[src/rtl/uart_tx_fifo_pkg.sv]
// uart_tx_fifo_pkg: shared UART data width and issue-FSM state encodings
package uart_tx_fifo_pkg;
    localparam int UART_DATA_W = 8;
    typedef enum logic [1:0] {
        ST_IDLE      = 2'd0,
        ST_WAIT_ACK  = 2'd1,
        ST_WAIT_DONE = 2'd2
    } tx_state_e;
endpackage

[src/rtl/uart_tx_fifo_if.sv]
// uart_tx_fifo_if: producer push port plus uart_tx start/data/busy handshake
interface uart_tx_fifo_if #(parameter int ADDR_W = 4);
    import uart_tx_fifo_pkg::*;
    logic                   wr_en;
    logic [UART_DATA_W-1:0] wr_data;
    logic                   full;
    logic                   empty;
    logic [ADDR_W:0]        count;
    logic                   overflow;
    logic                   ovf_clr;
    logic                   tx_start;
    logic [UART_DATA_W-1:0] tx_data;
    logic                   tx_busy;
    modport master (
        output wr_en, wr_data, ovf_clr, tx_busy,
        input  full, empty, count, overflow, tx_start, tx_data
    );
    modport slave (
        input  wr_en, wr_data, ovf_clr, tx_busy,
        output full, empty, count, overflow, tx_start, tx_data
    );
endinterface

[src/rtl/uart_tx_fifo_sync_fifo.sv]
// sync_fifo: generic register-array FIFO with first-word-fall-through read
module sync_fifo #(
    parameter int DATA_W = 8,
    parameter int DEPTH  = 16,
    parameter int ADDR_W = 4
) (
    input  logic              clk,
    input  logic              rst,
    input  logic              wr_en,
    input  logic [DATA_W-1:0] wr_data,
    input  logic              rd_en,
    output logic [DATA_W-1:0] rd_data,
    output logic              full,
    output logic              empty,
    output logic [ADDR_W:0]   count
);
    logic [DATA_W-1:0] mem [DEPTH];
    logic [ADDR_W-1:0] wr_ptr, rd_ptr;
    logic              wr_ok, rd_ok;
    assign rd_ok   = rd_en && !empty;
    assign wr_ok   = wr_en && (!full || rd_ok);
    assign full    = count == (ADDR_W+1)'(DEPTH);
    assign empty   = count == '0;
    assign rd_data = mem[rd_ptr];
    always_ff @(posedge clk) begin
        if (wr_ok) mem[wr_ptr] <= wr_data;
    end
    // pointers wrap naturally because DEPTH is a power of two
    always_ff @(posedge clk) begin
        if (rst) begin
            wr_ptr <= '0;
            rd_ptr <= '0;
            count  <= '0;
        end else begin
            wr_ptr <= wr_ok ? wr_ptr + 1'b1 : wr_ptr;
            rd_ptr <= rd_ok ? rd_ptr + 1'b1 : rd_ptr;
            count  <= count + (ADDR_W+1)'(wr_ok) - (ADDR_W+1)'(rd_ok);
        end
    end
endmodule

[src/rtl/uart_tx_fifo.sv]
// uart_tx_fifo: byte FIFO feeding uart_tx one frame at a time via start/busy
module uart_tx_fifo
    import uart_tx_fifo_pkg::*;
#(
    parameter int DEPTH  = 16,
    parameter int ADDR_W = 4
) (
    input logic           clk,
    input logic           rst,
    uart_tx_fifo_if.slave bus
);
    tx_state_e              state, state_n;
    logic                   pop, drop, start_n, ovf_n;
    logic [UART_DATA_W-1:0] head, data_n;
    sync_fifo #(.DATA_W(UART_DATA_W), .DEPTH(DEPTH), .ADDR_W(ADDR_W)) u_fifo (
        .clk     (clk),
        .rst     (rst),
        .wr_en   (bus.wr_en),
        .wr_data (bus.wr_data),
        .rd_en   (pop),
        .rd_data (head),
        .full    (bus.full),
        .empty   (bus.empty),
        .count   (bus.count)
    );
    always_ff @(posedge clk) begin
        state <= rst ? ST_IDLE : state_n;
    end
    always_comb begin
        state_n = (state == ST_IDLE && pop)                ? ST_WAIT_ACK  :
                  (state == ST_WAIT_ACK && bus.tx_busy)    ? ST_WAIT_DONE :
                  (state == ST_WAIT_DONE && !bus.tx_busy)  ? ST_IDLE      : state;
    end
    // a drop on a full FIFO outranks a same-cycle overflow clear
    always_comb begin
        pop     = state == ST_IDLE && !bus.empty && !bus.tx_busy;
        start_n = pop;
        data_n  = pop ? head : bus.tx_data;
        drop    = bus.wr_en && bus.full && !pop;
        ovf_n   = drop | (bus.overflow & ~bus.ovf_clr);
    end
    always_ff @(posedge clk) begin
        if (rst) begin
            bus.tx_start <= 1'b0;
            bus.tx_data  <= '0;
            bus.overflow <= 1'b0;
        end else begin
            bus.tx_start <= start_n;
            bus.tx_data  <= data_n;
            bus.overflow <= ovf_n;
        end
    end
endmodule
[src/flat_wrapper.sv]
// flat-port wrapper written by rule: the top's interface ports become plain ports
module uart_tx_fifo_flat import uart_tx_fifo_pkg::*;
#(
    parameter int DEPTH  = 16,
    parameter int ADDR_W = 4
)
  (clk, rst, bus_wr_en, bus_wr_data, bus_ovf_clr, bus_tx_busy, bus_full, bus_empty, bus_count, bus_overflow, bus_tx_start, bus_tx_data);
  uart_tx_fifo_if #(.ADDR_W(ADDR_W)) bus_i ();
  input logic clk;
  input logic rst;
  input wire logic [$bits(bus_i.wr_en)-1:0] bus_wr_en;
  input wire logic [$bits(bus_i.wr_data)-1:0] bus_wr_data;
  input wire logic [$bits(bus_i.ovf_clr)-1:0] bus_ovf_clr;
  input wire logic [$bits(bus_i.tx_busy)-1:0] bus_tx_busy;
  output wire logic [$bits(bus_i.full)-1:0] bus_full;
  output wire logic [$bits(bus_i.empty)-1:0] bus_empty;
  output wire logic [$bits(bus_i.count)-1:0] bus_count;
  output wire logic [$bits(bus_i.overflow)-1:0] bus_overflow;
  output wire logic [$bits(bus_i.tx_start)-1:0] bus_tx_start;
  output wire logic [$bits(bus_i.tx_data)-1:0] bus_tx_data;
  assign bus_i.wr_en = bus_wr_en;
  assign bus_i.wr_data = bus_wr_data;
  assign bus_i.ovf_clr = bus_ovf_clr;
  assign bus_i.tx_busy = bus_tx_busy;
  assign bus_full = bus_i.full;
  assign bus_empty = bus_i.empty;
  assign bus_count = bus_i.count;
  assign bus_overflow = bus_i.overflow;
  assign bus_tx_start = bus_i.tx_start;
  assign bus_tx_data = bus_i.tx_data;
  uart_tx_fifo #(.DEPTH(DEPTH), .ADDR_W(ADDR_W)) u_core (.clk(clk), .rst(rst), .bus(bus_i));
endmodule
[config.mk]
export PLATFORM = sky130hd
export DESIGN_NAME = uart_tx_fifo_flat
export DESIGN_NICKNAME = d
export VERILOG_FILES = /design/src/rtl/uart_tx_fifo_pkg.sv /design/src/rtl/uart_tx_fifo_if.sv /design/src/rtl/uart_tx_fifo_sync_fifo.sv /design/src/rtl/uart_tx_fifo.sv /design/src/flat_wrapper.sv
export SDC_FILE = /design/constraint.sdc
export NUM_CORES = 1
export LEC_CHECK = 0
export CORE_UTILIZATION = 40
export CTS_BUF_LIST = sky130_fd_sc_hd__clkbuf_16
export CTS_CLUSTER_DIAMETER = 30
export DETAILED_ROUTE_END_ITERATION = 8
export GPL_ROUTABILITY_DRIVEN = 0
export SLEW_MARGIN = 15
export SYNTH_ARGS = -nofsm -noshare
export SYNTH_HDL_FRONTEND = slang
export SYNTH_HIERARCHICAL = 1
export SYNTH_SLANG_ARGS = --single-unit
[constraint.sdc]
create_clock -name clk -period 3.7 [get_ports clk]
set_clock_uncertainty 0.15 [all_clocks]
set_input_delay 0.74 -clock clk [delete_from_list [all_inputs] [get_ports clk]]
set_output_delay 0.74 -clock clk [all_outputs]
set_load 0.05 [all_outputs]
=== After elaboration in Yosys (flattened, before gate mapping) ===
Memory sizes are Yosys's and may differ from the RTL's. A register that Yosys moved wholly into a read port is not among the register bits.
Cells that the tools add are included.

* Add/sub/neg operators: 4
* Eq/ne operators: 3
* Mux-type cells: 5
* Bitwise operators: 3
* Reduce and logical (&&, ||, !) cells: 19

{| class="wikitable"
|+ Operators with widths
! operator !! number
|-
| $logic_and A1 B1 Y1 || 9
|-
| $add A4 B1 Y4 const B || 2
|-
| $add A5 B1 Y5 || 1
|-
| $eq A5 B5 Y1 const B || 1
|-
| $logic_not A5 Y1 || 1
|-
| $sub A5 B1 Y5 || 1
|-
| $logic_not A1 Y1 || 4
|-
| $mux W2 || 2
|-
| $mux W1 || 3
|-
| $reduce_bool A3 Y1 || 1
|-
| $eq A2 B1 Y1 const B || 1
|-
| $eq A2 B2 Y1 const B || 1
|-
| $logic_not A2 Y1 || 1
|-
| $reduce_bool A2 Y1 || 1
|-
| $reduce_or A2 Y1 || 1
|-
| $and A1 B1 Y1 || 1
|-
| $logic_or A1 B1 Y1 || 1
|-
| $not A1 Y1 || 1
|-
| $or A1 B1 Y1 || 1
|}

* Register bits after elaboration: 17
* Memory bits (writable): 128
* Bits of input ports: 13
* Logic and storage cells: 42
* Memories kept: 1

{| class="wikitable"
|+ Memories
! memory !! depth !! bits a word !! rd ports !! clocked after Yosys merged registers in !! wr ports !! line !! RTL
|-
| u_core.u_fifo.mem || 16 || 8 || 1 || 1 || 1 || uart_tx_fifo_sync_fifo.sv:17 || <nowiki>logic [DATA_W-1:0] mem [DEPTH];</nowiki>
|}

=== Longest topological paths before layout ===
* Depth in word-level cells: 9
* Gate-level depth with buffers: 16
* Gate-level depth less buffers: 15

=== Modules after synthesis ===
Netlist, hierarchy kept.

{| class="wikitable"
|+ Modules (own cells, without submodules)
! module !! instances !! cells an instance !! area each (um^2) !! seq. area each (um^2)
|-
| sync_fifo || 1 || 309 || 5,819.3 || 4,184.0
|-
| uart_tx_fifo || 1 || 50 || 524.3 || 240.2
|}

=== Least setup slack after synthesis ===
No wires, ideal clock.

* Path type: register to register
* Start: reg u_core.u_fifo.count[3]
* End: reg u_core.u_fifo.count[4]
* Setup time: 70 ps
* Arrival time: 3,778 ps
* Required time: 3,480 ps
* Setup slack: -298 ps
* Stages on the path, launching flop included: 17
* Buffers on the path: 2
* Cell sequence: dfxtp_1 -> inv_1 -> ha_1 -> or4b_1 -> inv_1 -> nor4_4 -> buf_6 -> o21ai_1 -> buf_4 -> ha_1 -> inv_1 -> ha_1 -> fa_1 -> a21oi_1 -> nor2_1 -> or3_1 -> a21oi_1

* Longest elaborated chain between the ends: 9

{| class="wikitable"
|+ Ends and longest elaborated chain
! element !! line !! RTL
|-
| from (decl) || uart_tx_fifo_sync_fifo.sv:15 || <nowiki>output logic [ADDR_W:0] count</nowiki>
|-
| from (signal assigned) || uart_tx_fifo_sync_fifo.sv:37 || <nowiki>count <= count + (ADDR_W+1)'(wr_ok) - (ADDR_W+1)'(rd_ok);</nowiki>
|-
| $logic_not A5 Y1 * || uart_tx_fifo_sync_fifo.sv:23 || <nowiki>assign empty = count == '0;</nowiki>
|-
| via bus_empty || flat_wrapper.sv:16 || <nowiki>output wire logic [$bits(bus_i.empty)-1:0] bus_empty;</nowiki>
|-
| $logic_not A1 Y1 * || uart_tx_fifo.sv:36 || <nowiki>pop = state == ST_IDLE && !bus.empty && !bus.tx_busy;</nowiki>
|-
| $logic_and A1 B1 Y1 * (2 in a row) || uart_tx_fifo.sv:36 ||
|-
| via u_core.pop || uart_tx_fifo.sv:13 || <nowiki>logic pop, drop, start_n, ovf_n;</nowiki>
|-
| $logic_and A1 B1 Y1 * || uart_tx_fifo_sync_fifo.sv:20 || <nowiki>assign rd_ok = rd_en && !empty;</nowiki>
|-
| $logic_or A1 B1 Y1 || uart_tx_fifo_sync_fifo.sv:21 || <nowiki>assign wr_ok = wr_en && (!full || rd_ok);</nowiki>
|-
| $logic_and A1 B1 Y1 || uart_tx_fifo_sync_fifo.sv:21 ||
|-
| $add A5 B1 Y5 || uart_tx_fifo_sync_fifo.sv:37 ||
|-
| $sub A5 B1 Y5 * || uart_tx_fifo_sync_fifo.sv:37 ||
|}

Mark *: on every way through the listed nets, which the timed path passes. The rest lies on a longest branch.
A chain may end at the register's enable or synchronous reset.

=== Final worst setup path ===
* Start: reg u_core.u_fifo.count[2]
* End: out bus_empty

* Longest elaborated chain between the ends: 1

{| class="wikitable"
|+ Ends and longest elaborated chain
! element !! line
|-
| $logic_not A5 Y1 || uart_tx_fifo_sync_fifo.sv:23
|-
| to (decl) || flat_wrapper.sv:16
|}

No other way between the ends.

==> metrics.md <==
| Metric | Value |
|---|---|
| Unrepaired setup endpoints after global routing | `false` |
| H-tree Lvls | `4` |
| Most frequent cells in the layout | `128 x edfxtp_1, 29 x clkdlybuf4s50_1, 25 x dfxtp_1` |
| First-pass GRT wire length | `18,700 um` |
| Starting density of the core | `41.4%` |
| CTS sink cnt | `157` |
| Hold_buf cts | `0` |
| Largest net degree at the start of global routing | `33` |
| Register area share after synthesis | `69.7%` |
| Post-cts resize count | `0` |
| WL/cell | `19.4 um` |
| Reg power frac | `41.6%` |
| Fmax achieved | `299 MHz` |
| Placed cells | `596` |
| HP Class | `flip-flop to flip-flop` |
| # diodes | `0` |
| Clock Latency Late Sink | `0.42 ns` |
| FP Rows | `45` |
| Layout cell share with drive strength beyond 1 | `15.7%` |
| Internal power | `3.75 mW` |
| Min-Delay Path Depth | `2` |
| Switching Fraction | `27.3%` |
| Post-CTS Setup Bufs | `0` |
| Total global-route track usage | `16.4%` |
| Period utilisation layout | `90.4%` |
| CTS tree | `yes` |
| DRT Pass-1 Iters | `4` |
| Slew Viols, Final | `0` |
| Antenna-violating nets left | `0` |
| Post-Syn Area | `6340 um^2` |
| PD cells | `686 nW/um^2` |
| VDD IR-drop max | `0.000351 V` |
| Classification of the worst setup path | `flip-flop to output port` |
| CTS Buf Count | `17` |
| Mapped Cells | `359` |
| Clk buf depth | `2` |
| Critical path peak fanout | `5` |
| Mean Syn Cell Area | `17.7 um^2` |
| #FFs+latches synth | `157` |
| Initial antenna violation count | `0` |
| Synth area leaders | `edfxtp_1 61%, dfxtp_1 9.2%, mux4_2 6.4%` |
| Max-Cap Viols | `0` |
| Top_reg_cell synth | `edfxtp_1` |
| Top-area cell type share of the netlist area | `60.6%` |
| Startpoint types | `flip-flop` |
| Cell taking the most area after synthesis | `edfxtp_1` |
| Worst path required time | `2.81 ns` |
| Chip width | `128 um` |
| Number of global-route vias before repair | `3,225` |
| Post-synth EDFFs | `128` |
| IO Pins | `30` |
| Final non-filler cell total | `626` |
| Final hold violation count | `0` |
| Final setup fails | `0` |
| Reg-to-reg endpoint | `u_core/u_fifo/count[4]$_SDFF_PP0_` |
| Final Critical Period | `3.34 ns` |
| NumNets Final | `429` |
| Most common cell after layout, fill and taps aside | `edfxtp_1` |
| Post-synthesis net count | `384` |
| RR Startpoint | `u_core/u_fifo/count[2]$_SDFF_PP0_` |
| Fin Hold WS | `0.325 ns` |
| Drc violations | `0` |
| Setup TNS | `0 ns` |
| Post-detailed-routing wire length | `12,100 um` |
| Via Count | `3,226` |
| Status | `finished, final reports clean` |
| Net Sw Power | `1.41 mW` |
| LEAKAGE | `2.53 nW` |
| Least-Margin Pin Slew | `0.747 ns` |
| Worst EP arrival | `2.45 ns` |
| Hold path start | `u_core/bus.tx_data[4]$_SDFFE_PP0N_` |
| CTS clk-pin slew, worst paths | `0.06 ns` |
| Initial DRC count | `290` |
| Die height | `128 um` |
| DR vias/cell | `5.15` |
| CP Capture Type | `output port` |
| Netlist cell types | `40` |
| Comb pwr share | `23.3%` |
| Root buf cell | `clkbuf_16` |
| Reg2Reg Depth | `15` |
| Ys async rst share | `0%` |
| Layout Area Growth over Synthesis | `18.4%` |
| Warnings, synthesis | `6` |
| Hold Path End | `u_core/bus.tx_data[4]$_SDFFE_PP0N_` |
| Grt total ovfl | `0` |
| Port Buffers | `29` |
| Reg-to-reg slack, setup | `0.44 ns` |
| Clk pwr share | `35.1%` |
| Hpwl dp | `7640 um` |
| Die area | `16,400 um^2` |
| Core ar. | `15,300 um^2` |
| Slew headroom | `50.1%` |
## per-layer routing
| layer | global-route usage, % | up-vias | part of all wire (%) |
|---|---|---|---|
| met5 | 0 | - | 0 |
| met4 | 7.47 | 0 | 2.0 |
| met3 | 4.01 | 18 | 7.1 |
| met2 | 26.0 | 83 | 49 |
| met1 | 21.4 | 1626 | 42 |
| li1 | - | 1499 | - |
## power by group through the flow
stage / clock network (mW) / registers, mW / logic (mW)
2_1_floorplan: 0 / 2.28 / 0.789
3_3_place_gp: 0 / 2.19 / 1.20
3_5_place_dp: 0 / 2.19 / 1.21
4_1_cts: 1.84 / 2.15 / 1.22
5_1_grt: 1.91 / 2.17 / 1.29
6_report: 1.81 / 2.15 / 1.20
## cell usage after synthesis, types with 4 or more instances
cell / number
edfxtp_1: 128
dfxtp_1: 29
mux4_2: 18
nor2_1: 18
a22oi_1: 16
nand2b_1: 16
nand2_1: 15
mux4_1: 14
ha_1: 11
inv_1: 10
mux2i_1: 9
nand3_1: 7
xor2_1: 6
a21oi_1: 5
and2_1: 5
and3_1: 5
clkbuf_1: 5
nor3_1: 5
buf_6: 4
## registers in the layout (all words and copies together), names as in the netlist, named ones only
register	flops
u_core/u_fifo/mem	128
u_core/bus.tx_data	8
u_core/u_fifo/count	5
u_core/u_fifo/rd_ptr	4
u_core/u_fifo/wr_ptr	4
u_core/state	2
u_core/bus.overflow	1
u_core/bus.tx_start	1
## kinds of logic after synthesis
family                     count (synthesis)  share of synthesized area, %
DFF                                      157                          69.7
and+or+nand+nor                           84                          7.28
muxes                                     41                          13.6
AOI/OAI and AO/OA                         29                          3.12
buffers and inverters                     27                          2.52
adders and majority gates                 12                          2.49
xor gates and xnor gates                   9                          1.24
## worst max-delay path, cell delays in order (launching register included)
cell             delay (ns)
dfxtp_4                0.35
inv_1                  0.07
ha_1                   0.17
or4b_4                 0.52
clkinvlp_4             0.13
clkdlybuf4s50_1        0.80
## layout make-up
type,instances,area (um^2)
clock buffer,17,425
clock inverter,13,180
fill,1307,7800
inverter,10,41.3
multi-input combinational,175,1770
sequential,157,4430
tap,211,264
timing repair buffer,43,395
## metrics by stage
step / cell area (um^2) / total power [mW] / utilization [%] / setup slack [ns]
6_report: 7510 / 5.16 / 49.0 / 0.355
5_1_grt: 7510 / 5.37 / 49.0 / 0.242
4_1_cts: 7510 / 5.21 / 49.0 / 0.323
3_5_place_dp: 6900 / 3.40 / 45.1 / 0.263
3_3_place_gp: 6900 / 3.38 / 45.1 / 0.327
2_1_floorplan: 6370 / 3.07 / - / 0.0110
## worst max path at each step
stage,start,endpoint,slack [ns],depth (start not counted)
after floorplan,u_core/u_fifo/count[2]$_SDFF_PP0_,u_core/u_fifo/count[4]$_SDFF_PP0_,0.01,16
after global placement,bus_tx_busy,u_core/u_fifo/count[4]$_SDFF_PP0_,0.33,11
after detailed placement,bus_tx_busy,u_core/u_fifo/count[4]$_SDFF_PP0_,0.26,11
after CTS,u_core/u_fifo/count[2]$_SDFF_PP0_,bus_empty,0.32,5
after global routing,u_core/u_fifo/count[2]$_SDFF_PP0_,u_core/u_fifo/count[4]$_SDFF_PP0_,0.24,14
final,u_core/u_fifo/count[2]$_SDFF_PP0_,bus_empty,0.36,5
No activity file was read; power rests on OpenSTA's default activity.
